File: src/rtl/mem_access_unit_if.sv
// Request/response and data-memory signals of the load/store unit.
// master = core plus data memory, slave = mem_access_unit.
interface mem_access_unit_if;
   logic        req_valid;
   logic        req_ready;
   logic        req_we;
   logic [1:0]  req_size;
   logic        req_unsigned;
   logic [31:0] req_addr;
   logic [31:0] req_wdata;
   logic        rsp_valid;
   logic [31:0] rsp_rdata;
   logic        rsp_err;
   logic [31:0] mem_address;
   logic [31:0] mem_write_data;
   logic        mem_write_en;
   logic [31:0] mem_read_data;

   modport master (
      output req_valid, req_we, req_size, req_unsigned, req_addr, req_wdata, mem_read_data,
      input  req_ready, rsp_valid, rsp_rdata, rsp_err, mem_address, mem_write_data, mem_write_en
   );

   modport slave (
      input  req_valid, req_we, req_size, req_unsigned, req_addr, req_wdata, mem_read_data,
      output req_ready, rsp_valid, rsp_rdata, rsp_err, mem_address, mem_write_data, mem_write_en
   );
endinterface

File: src/rtl/mem_access_unit.sv
// Load/store unit: byte-addressed byte/half/word requests onto a word-indexed
// memory, with lane extraction, sign/zero extension and sub-word read-modify-write.
module mem_access_unit #(
   parameter int WORD_ADDR_BITS = 10
) (
   input  logic             clk,
   input  logic             rst,
   mem_access_unit_if.slave bus
);
   typedef enum logic [1:0] {IDLE, RD, WR, RESP} state_t;

   localparam int         IDX_PAD = 32 - WORD_ADDR_BITS;
   localparam logic [1:0] SZ_BYTE = 2'b00;
   localparam logic [1:0] SZ_HALF = 2'b01;
   localparam logic [1:0] SZ_WORD = 2'b10;
   localparam logic [1:0] SZ_BAD  = 2'b11;

   state_t                    state;
   logic [WORD_ADDR_BITS-1:0] idx_q;
   logic [1:0]                off_q;
   logic [1:0]                size_q;
   logic                      we_q;
   logic                      uns_q;
   logic [15:0]               wdata_q;
   logic [31:0]               wbuf_q;
   logic [31:0]               rdata_q;
   logic                      ready_q;
   logic                      valid_q;
   logic                      err_q;
   logic                      wen_q;

   logic                      req_err;
   logic [7:0]                byte_lane;
   logic [15:0]               half_lane;
   logic [31:0]               load_val;
   logic [31:0]               merged;

   always_comb begin
      req_err = (bus.req_size == SZ_BAD)
             || (bus.req_size == SZ_HALF && bus.req_addr[0])
             || (bus.req_size == SZ_WORD && bus.req_addr[1:0] != 2'b00)
             || (bus.req_addr[31:WORD_ADDR_BITS+2] != '0);
   end

   // NOTE: every output of this block is assigned on every path before any
   // conditional override, so no latch can be inferred.
   always_comb begin
      byte_lane = bus.mem_read_data[{off_q, 3'b000} +: 8];
      half_lane = bus.mem_read_data[{off_q[1], 4'b0000} +: 16];
      case (size_q)
         SZ_BYTE: load_val = uns_q ? {24'h0, byte_lane} : {{24{byte_lane[7]}}, byte_lane};
         SZ_HALF: load_val = uns_q ? {16'h0, half_lane} : {{16{half_lane[15]}}, half_lane};
         default: load_val = bus.mem_read_data;
      endcase
      merged = bus.mem_read_data;
      if (size_q == SZ_BYTE) merged[{off_q, 3'b000} +: 8]    = wdata_q[7:0];
      else                   merged[{off_q[1], 4'b0000} +: 16] = wdata_q[15:0];
   end

   // NOTE: state is updated with non-blocking assignments so every register
   // samples the pre-edge values regardless of statement order.
   always_ff @(posedge clk) begin
      if (rst) begin
         state   <= IDLE;
         idx_q   <= '0;
         off_q   <= '0;
         size_q  <= '0;
         we_q    <= 1'b0;
         uns_q   <= 1'b0;
         wdata_q <= '0;
         wbuf_q  <= '0;
         rdata_q <= '0;
         ready_q <= 1'b1;
         valid_q <= 1'b0;
         err_q   <= 1'b0;
         wen_q   <= 1'b0;
      end else begin
         valid_q <= 1'b0;
         wen_q   <= 1'b0;
         case (state)
            IDLE: if (bus.req_valid) begin
               idx_q   <= bus.req_addr[WORD_ADDR_BITS+1:2];
               off_q   <= bus.req_addr[1:0];
               size_q  <= bus.req_size;
               we_q    <= bus.req_we;
               uns_q   <= bus.req_unsigned;
               wdata_q <= bus.req_wdata[15:0];
               ready_q <= 1'b0;
               rdata_q <= '0;
               err_q   <= req_err;
               if (req_err) begin
                  state   <= RESP;
                  valid_q <= 1'b1;
               end else if (bus.req_we && bus.req_size == SZ_WORD) begin
                  state  <= WR;
                  wbuf_q <= bus.req_wdata;
                  wen_q  <= 1'b1;
               end else begin
                  state <= RD;
               end
            end
            RD: begin
               if (we_q) begin
                  wbuf_q <= merged;
                  wen_q  <= 1'b1;
                  state  <= WR;
               end else begin
                  rdata_q <= load_val;
                  valid_q <= 1'b1;
                  state   <= RESP;
               end
            end
            WR: begin
               valid_q <= 1'b1;
               state   <= RESP;
            end
            RESP: begin
               ready_q <= 1'b1;
               state   <= IDLE;
            end
            default: state <= IDLE;
         endcase
      end
   end

   // Strobe and address are forced low while rst is asserted so that the reset
   // edge itself can never commit a pending write.
   assign bus.req_ready      = ready_q;
   assign bus.rsp_valid      = valid_q;
   assign bus.rsp_rdata      = rdata_q;
   assign bus.rsp_err        = err_q;
   assign bus.mem_write_data = wbuf_q;
   assign bus.mem_write_en   = wen_q & ~rst;
   assign bus.mem_address    = rst ? 32'h0 : {{IDX_PAD{1'b0}}, idx_q};
endmodule
File: src/flat_wrapper.sv
// flat-port wrapper written by rule: the top's interface ports become plain ports
module mem_access_unit_flat 
#(
   parameter int WORD_ADDR_BITS = 10
)
  (clk, rst, bus_req_valid, bus_req_we, bus_req_size, bus_req_unsigned, bus_req_addr, bus_req_wdata, bus_mem_read_data, bus_req_ready, bus_rsp_valid, bus_rsp_rdata, bus_rsp_err, bus_mem_address, bus_mem_write_data, bus_mem_write_en);
  mem_access_unit_if bus_i ();
  input  logic clk;
  input  logic rst;
  input wire logic [$bits(bus_i.req_valid)-1:0] bus_req_valid;
  input wire logic [$bits(bus_i.req_we)-1:0] bus_req_we;
  input wire logic [$bits(bus_i.req_size)-1:0] bus_req_size;
  input wire logic [$bits(bus_i.req_unsigned)-1:0] bus_req_unsigned;
  input wire logic [$bits(bus_i.req_addr)-1:0] bus_req_addr;
  input wire logic [$bits(bus_i.req_wdata)-1:0] bus_req_wdata;
  input wire logic [$bits(bus_i.mem_read_data)-1:0] bus_mem_read_data;
  output wire logic [$bits(bus_i.req_ready)-1:0] bus_req_ready;
  output wire logic [$bits(bus_i.rsp_valid)-1:0] bus_rsp_valid;
  output wire logic [$bits(bus_i.rsp_rdata)-1:0] bus_rsp_rdata;
  output wire logic [$bits(bus_i.rsp_err)-1:0] bus_rsp_err;
  output wire logic [$bits(bus_i.mem_address)-1:0] bus_mem_address;
  output wire logic [$bits(bus_i.mem_write_data)-1:0] bus_mem_write_data;
  output wire logic [$bits(bus_i.mem_write_en)-1:0] bus_mem_write_en;
  assign bus_i.req_valid = bus_req_valid;
  assign bus_i.req_we = bus_req_we;
  assign bus_i.req_size = bus_req_size;
  assign bus_i.req_unsigned = bus_req_unsigned;
  assign bus_i.req_addr = bus_req_addr;
  assign bus_i.req_wdata = bus_req_wdata;
  assign bus_i.mem_read_data = bus_mem_read_data;
  assign bus_req_ready = bus_i.req_ready;
  assign bus_rsp_valid = bus_i.rsp_valid;
  assign bus_rsp_rdata = bus_i.rsp_rdata;
  assign bus_rsp_err = bus_i.rsp_err;
  assign bus_mem_address = bus_i.mem_address;
  assign bus_mem_write_data = bus_i.mem_write_data;
  assign bus_mem_write_en = bus_i.mem_write_en;
  mem_access_unit #(.WORD_ADDR_BITS(WORD_ADDR_BITS)) u_core (.clk(clk), .rst(rst), .bus(bus_i));
endmodule
File: config.mk
export PLATFORM = sky130hd
export DESIGN_NAME = mem_access_unit_flat
export DESIGN_NICKNAME = d
export VERILOG_FILES = /design/src/rtl/mem_access_unit_if.sv /design/src/rtl/mem_access_unit.sv /design/src/flat_wrapper.sv
export SDC_FILE = /design/constraint.sdc
export NUM_CORES = 1
export LEC_CHECK = 0
export CELL_PAD_IN_SITES_DETAIL_PLACEMENT = 0
export CELL_PAD_IN_SITES_GLOBAL_PLACEMENT = 2
export CORE_AREA = 4 4 158 160
export CTS_CLUSTER_DIAMETER = 30
export DETAILED_ROUTE_END_ITERATION = 10
export DIE_AREA = 0 0 162 164
export PLACE_DENSITY_LB_ADDON = 0.25
export SLEW_MARGIN = 15
export SYNTH_ARGS = -nofsm -noshare
export SYNTH_HDL_FRONTEND = slang
export SYNTH_SLANG_ARGS = --single-unit
export TNS_END_PERCENT = 1
File: constraint.sdc
create_clock -name clk -period 2.3 [get_ports clk]
set_input_delay 0.46 -clock clk [delete_from_list [all_inputs] [get_ports clk]]
set_output_delay 0.46 -clock clk [all_outputs]
set_load 0.05 [all_outputs]
==> impl_metrics.tcl, run 1 <==
set metrics [dict create \
    status "finished, final reports clean" \
    dp_cells 1227 \
    dp.final_hpwl_mm 17.36 \
    routed-via-count 5855 \
    std_cell_rows 56 \
    clk_pin_slew_ns 0.07 \
    final_cells 1244 \
    areaGrowthSynthToFinish_pct 38.92 \
    ys.flop_type "dfxtp_1" \
    peakVddDrop_v 0.0002707 \
    netlist_area_um2 6282 \
    drt_pass1_iterations 5 \
    post_cts_buffers 0 \
    synth_cell_types 58 \
    grt-ovfl-total 0 \
    post-synth-top-count-cell "nand2_1" \
    grt_pass1_wl_mm 34.93 \
    rr_startpoint "u_core.off_q[1]$_SDFFE_PP0P_" \
    finalMaxSlewViolations 0 \
    initial_core_util_pct 26.84 \
    ant_nets 0 \
    min_period_ns 2.016 \
    port_buffers 180 \
    cts_resized 0 \
    gp_congestion 0.7912 \
    grt_usage_pct 17.10 \
    cellLeakagePower_nw 3.463 \
    setup_violations 0 \
    crit_buf_inv 1 \
    cts_made_buffers 9 \
    min_from "u_core.bus.rsp_rdata[23]$_SDFFE_PP0P_" \
    cp-start-kind "flip-flop" \
    cpMaxStageDelayCell "clkdlybuf4s50_1" \
    fmax_mhz 496.1 \
    cp_top_family "buffers and inverters" \
    initialDrtViolationCount 415 \
    coreArea_um2 23400 \
    synth.largest_area_cell "dfxtp_1" \
    worstPathRequired_ns 1.84 \
    cts_buffer_depth 2 \
    synth.avg_cell_area_um2 8.321 \
    r2r-end "u_core.bus.rsp_rdata[9]$_SDFFE_PP0P_" \
    ys_ff_latch 102 \
    slowest_delay_ns 0.83 \
    whs_path_depth 2 \
    multi_input_area_um2 3686 \
    grt_antenna_before_repair 3 \
    clock-sinks 102 \
    cts-hold-fix-buffers 0 \
    r2r_slack_ns 0.32 \
    hold_slack_ns 0.4465 \
    io-pin-count 203 \
    async_flop_share_pct 0 \
    routed_wl_mm 23.38 \
    drive_above_1_share_pct 13.64 \
    synth_seq_area_share_pct 32.50 \
    reg2regPathDepth 6 \
    syn_inst 755 \
    crit_chain "clkdlybuf4s50_1" \
    clock_skew_ns 0.005642 \
    setup_tns_ns 0 \
    drcViolationCount 0 \
    grt_max_degree 48 \
    hold_viol_final 0 \
    hold_path_class "flip-flop to flip-flop" \
    dieArea_um2 26570 \
    cts_tree "done" \
    slew_headroom_pct 64.62 \
    ys_warn_count 0 \
    clk_latency_ns 0.35 \
    grt_pass1_vias 5739 \
    synth_area_leaders "dfxtp_1, nand2b_1, nand2_1" \
    wire_per_inst_um 18.79 \
    die_y_um 164 \
    vias_per_cell 4.707 \
    layout.nets 1031 \
    worstMarginPinSlew_ns 0.5290 \
    ff_latch_area_um2 2043 \
    die_x_um 162 \
    synth_top_area_share_pct 32.50 \
    maxCapViolations 0 \
    htree_levels 3 \
    critical_path.max_fanout 2 \
    synth_commonest_cells "nand2_1, dfxtp_1, nand2b_1, a21oi_1, inv_1" \
    n_fill_cell 2519 \
    rsz0062_at_grt "no" \
    power_density_nw_per_um2 905.9 \
    worstHoldEndpoint "u_core.bus.rsp_rdata[23]$_SDFFE_PP0P_" \
    cp-end-kind "primary output" \
    root_buffer "clkbuf_16" \
    synth_edf_count 0 \
    crit_arrival_ns 1.56 \
    post-route-period-util_pct 87.64 \
    path_class "flip-flop to primary output" \
]
[logic make-up after synthesis]
group                    after synthesis  share of synthesized area (%)
other                                  1                        0.05969
AND/OR/NAND/NOR                      253                          21.19
multiplexers                          77                          13.32
buffers and inverters                123                          10.12
flip-flops                           102                          32.50
adder cells (fa/ha/maj)                9                          1.793
AO/OA/AOI/OAI                        190                          21.01
[cell usage in the layout (no fill, tap or decap), types with 4 or more instances in the layout]
cell	instances
nor2_1	16
a2bb2oi_1	4
a221oi_1	32
inv_1	40
nand2_1	104
ha_1	8
nand2b_1	76
mux2_1	7
mux2i_1	33
o21ai_0	13
a21oi_1	43
a32o_1	8
conb_1	22
nor2b_1	29
dfxtp_1	101
clkdlybuf4s50_1	168
mux2_2	34
buf_12	8
clkbuf_16	9
buf_4	38
o21ai_1	27
o21ai_2	10
o22ai_1	32
[final cells by class]
cell class / count / share of cell area [%]
multi-input combinational: 551 / 42.24
clock inverter: 6 / 0.9892
antenna: 1 / 0.02867
tap: 319 / 4.573
clock buffer: 10 / 2.624
inverter: 41 / 1.763
timing repair buffer: 214 / 24.37
sequential: 102 / 23.41
[worst max path at each step]
stage,slack [ns],from,depth (start not counted),to
floorplan,0.28,u_core.off_q[1]$_SDFFE_PP0P_,11,u_core.bus.mem_write_data[17]$_SDFFE_PP0P_
global placement,0.13,bus_mem_read_data[15],6,u_core.bus.rsp_rdata[9]$_SDFFE_PP0P_
detailed placement,0.10,bus_req_size[0],7,u_core.bus.mem_write_data[22]$_SDFFE_PP0P_
CTS,0.27,u_core.bus.rsp_rdata[11]$_SDFFE_PP0P_,1,bus_rsp_rdata[11]
global route,0.18,u_core.state[0]$_SDFFE_PP0P_,8,u_core.bus.rsp_rdata[21]$_SDFFE_PP0P_
finish,0.28,u_core.bus.rsp_rdata[10]$_SDFFE_PP0P_,1,bus_rsp_rdata[10]
[per-layer routing]
metal	routed length, um	GRT usage (%)
met1	10820	23.25
met2	10500	27.05
met3	1609	4.467
met4	406	4.460
met5	41	0
[state kept, by name, indices dropped and copies added (netlist names)]
signal	count
u_core.size_q	2
u_core.wen_q	1
u_core.we_q	1
u_core.idx_q	10
u_core.bus.req_ready	1
u_core.off_q	2
u_core.wdata_q	16
u_core.bus.rsp_err	1
u_core.bus.rsp_valid	1
u_core.state	2
u_core.uns_q	1
u_core.bus.mem_write_data	32
u_core.bus.rsp_rdata	32
[where the power goes]
group / switching, mW / internal [mW]
clock network: 0.724 / 0.954
logic: 2.38 / 1.57
registers: 0.248 / 2.04
total: 3.35 / 4.56
[per-stage QoR]
stage	total power, mW	setup slack [ns]	utilization, %	area [um2]
2_1_floorplan	4.983	0.2801	-	6361
3_3_place_gp	6.301	0.1339	35.93	8409
3_5_place_dp	6.303	0.1048	35.93	8409
4_1_cts	8.017	0.2745	37.28	8725
5_1_grt	8.398	0.1799	37.28	8725
6_report	7.906	0.2844	37.29	8727
Power figures use the tool's default switching activity.
==> inputs of run 2 (changes only) <==
Settings changed: CTS_CLUSTER_DIAMETER 30 to 80.
==> results of run 2 <==
No change in the layout: final DEF, timing and power equal those of run 1.
==> inputs of run 3 (changes only) <==
Settings changed: CTS_BUF_LIST set to sky130_fd_sc_hd__clkbuf_4, CTS_CLUSTER_DIAMETER 80 to 30, SLEW_MARGIN 15 to 0.
==> run 3 against run 2 <==
  * Global-route usage hardly changed
  * Sequential share of layout area increased by 0.41 points
  * Clock power shrank 34%
  * Cell area fell by 1.7%
  * Critical path depth stayed put
  * Flip-flop and latch count unchanged
  * Routed wire length hardly changed
  * Combinational power about the same
  * Clock skew rose by 0.0084 ns
  * Via count rose by 0.43%
  * Sequential power about the same
==> impl_metrics.tcl, run 3 (synthesis gave the netlist of run 1 again) <==
set metrics [dict create \
    post_cts_buffers 0 \
    crit_arrival_ns 1.70 \
    dp.final_hpwl_mm 17.36 \
    wire_per_inst_um 18.77 \
    drive_above_1_share_pct 13.74 \
    worstMarginPinSlew_ns 0.5290 \
    fmax_mhz 463.9 \
    htree_levels 3 \
    routed-via-count 5880 \
    postPlaceCellArea_um2 8409 \
    clk_pin_slew_ns 0.17 \
    peakVddDrop_v 0.0002709 \
    drt_pass1_iterations 7 \
    cp-end-kind "primary output" \
    hold_viol_final 0 \
    cp-start-kind "flip-flop" \
    io-pin-count 203 \
    finalMaxSlewViolations 0 \
    dp_cells 1227 \
    grt-ovfl-total 0 \
    std_cell_rows 56 \
    grt_pass1_wl_mm 34.88 \
    clock-sinks 102 \
    port_buffers 180 \
    final_cells 1245 \
    vias_per_cell 4.723 \
    status "finished, final reports clean" \
    crit_buf_inv 1 \
    r2r_slack_ns 0.32 \
    final_area_um2 8576 \
    initialDrtViolationCount 440 \
    maxCapViolations 0 \
    cts-hold-fix-buffers 0 \
    dr.max_layer_used "met5" \
    pre_cts_ws_ns 0.1048 \
    setup_violations 0 \
    total_power_mw 7.337 \
    setup_slack_ns 0.1443 \
    rsz0062_at_grt "no" \
    grt_max_degree 48 \
    m1WireLength_mm 10.72 \
    grt_usage_pct 17.09 \
    cts_tree "done" \
    cts_resized 0 \
    cpMaxStageDelayCell "clkdlybuf4s50_1" \
    ant_nets 0 \
    root_buffer "clkbuf_4" \
    critical_path.max_fanout 2 \
    worstPathRequired_ns 1.84 \
    die_y_um 164 \
    areaGrowthSynthToFinish_pct 36.51 \
    initial_core_util_pct 26.84 \
    post-route-period-util_pct 93.72 \
    hold_path_class "input pin to flip-flop" \
    cellLeakagePower_nw 3.396 \
    cp_top_family "buffers and inverters" \
    wl_met3_mm 1.712 \
    slew_headroom_pct 64.62 \
    wl_met2_mm 10.50 \
    power_density_nw_per_um2 855.5 \
    cts_buffer_depth 2 \
    cts_made_buffers 9 \
    layout.nets 1031 \
    drcViolationCount 0 \
    grt_antenna_before_repair 4 \
    final_common_cell "clkdlybuf4s50_1" \
    slowest_delay_ns 0.82 \
    clk_latency_ns 0.48 \
    crit_chain "clkdlybuf4s50_1" \
    min_period_ns 2.156 \
    hold_slack_ns 0.4208 \
    final_cell_mix "clkdlybuf4s50_1, nand2_1, dfxtp_1" \
    dieArea_um2 26570 \
    utilization_pct 36.64 \
    path_class "flip-flop to primary output" \
    die_x_um 162 \
    clock_skew_ns 0.01409 \
    setup_tns_ns 0 \
    routed_wl_mm 23.36 \
    coreArea_um2 23400 \
    grt_pass1_vias 5709 \
    gp_congestion 0.7912 \
]
==> run 3: area by class of cell <==
cell class	count	area (um2)
timing repair buffer	214	2127
fill	2545	14830
clock inverter	6	86.33
sequential	102	2043
inverter	41	153.9
multi-input combinational	551	3686
tap	319	399.1
antenna	2	5.005
clock buffer	10	75.07
==> run 3: worst reg2reg max path, delay by kind of cell, from the launching register on <==
kind | cells | cell delay [ns]
muxes | 1 | 0.35
DFF | 1 | 0.40
and+or+nand+nor | 1 | 0.10
buffers and inverters | 1 | 0.27
AOI/OAI and AO/OA | 3 | 0.77
==> run 3: worst paths after layout <==
check                                         from                               endpoint  cells after the start
max reg2reg           u_core.off_q[1]$_SDFFE_PP0P_   u_core.bus.rsp_rdata[9]$_SDFFE_PP0P_                      6
min                                            rst   u_core.bus.rsp_rdata[3]$_SDFFE_PP0P_                      2
max          u_core.bus.rsp_rdata[10]$_SDFFE_PP0P_                      bus_rsp_rdata[10]                      1
min reg2reg  u_core.bus.rsp_rdata[23]$_SDFFE_PP0P_  u_core.bus.rsp_rdata[23]$_SDFFE_PP0P_                      2
==> run 3: metal layers <==
metal,track usage (%),up-vias
met4,4.575,6
met2,26.92,209
met3,4.467,25
li1,-,2919
met1,23.28,2721
met5,0,-
==> run 3: power by group <==
| part | switching (mW) | internal [mW] | total [mW] |
|---|---|---|---|
| sequential | 0.248 | 2.04 | 2.28 |
| combinational | 2.38 | 1.57 | 3.95 |
| clock | 0.654 | 0.452 | 1.11 |
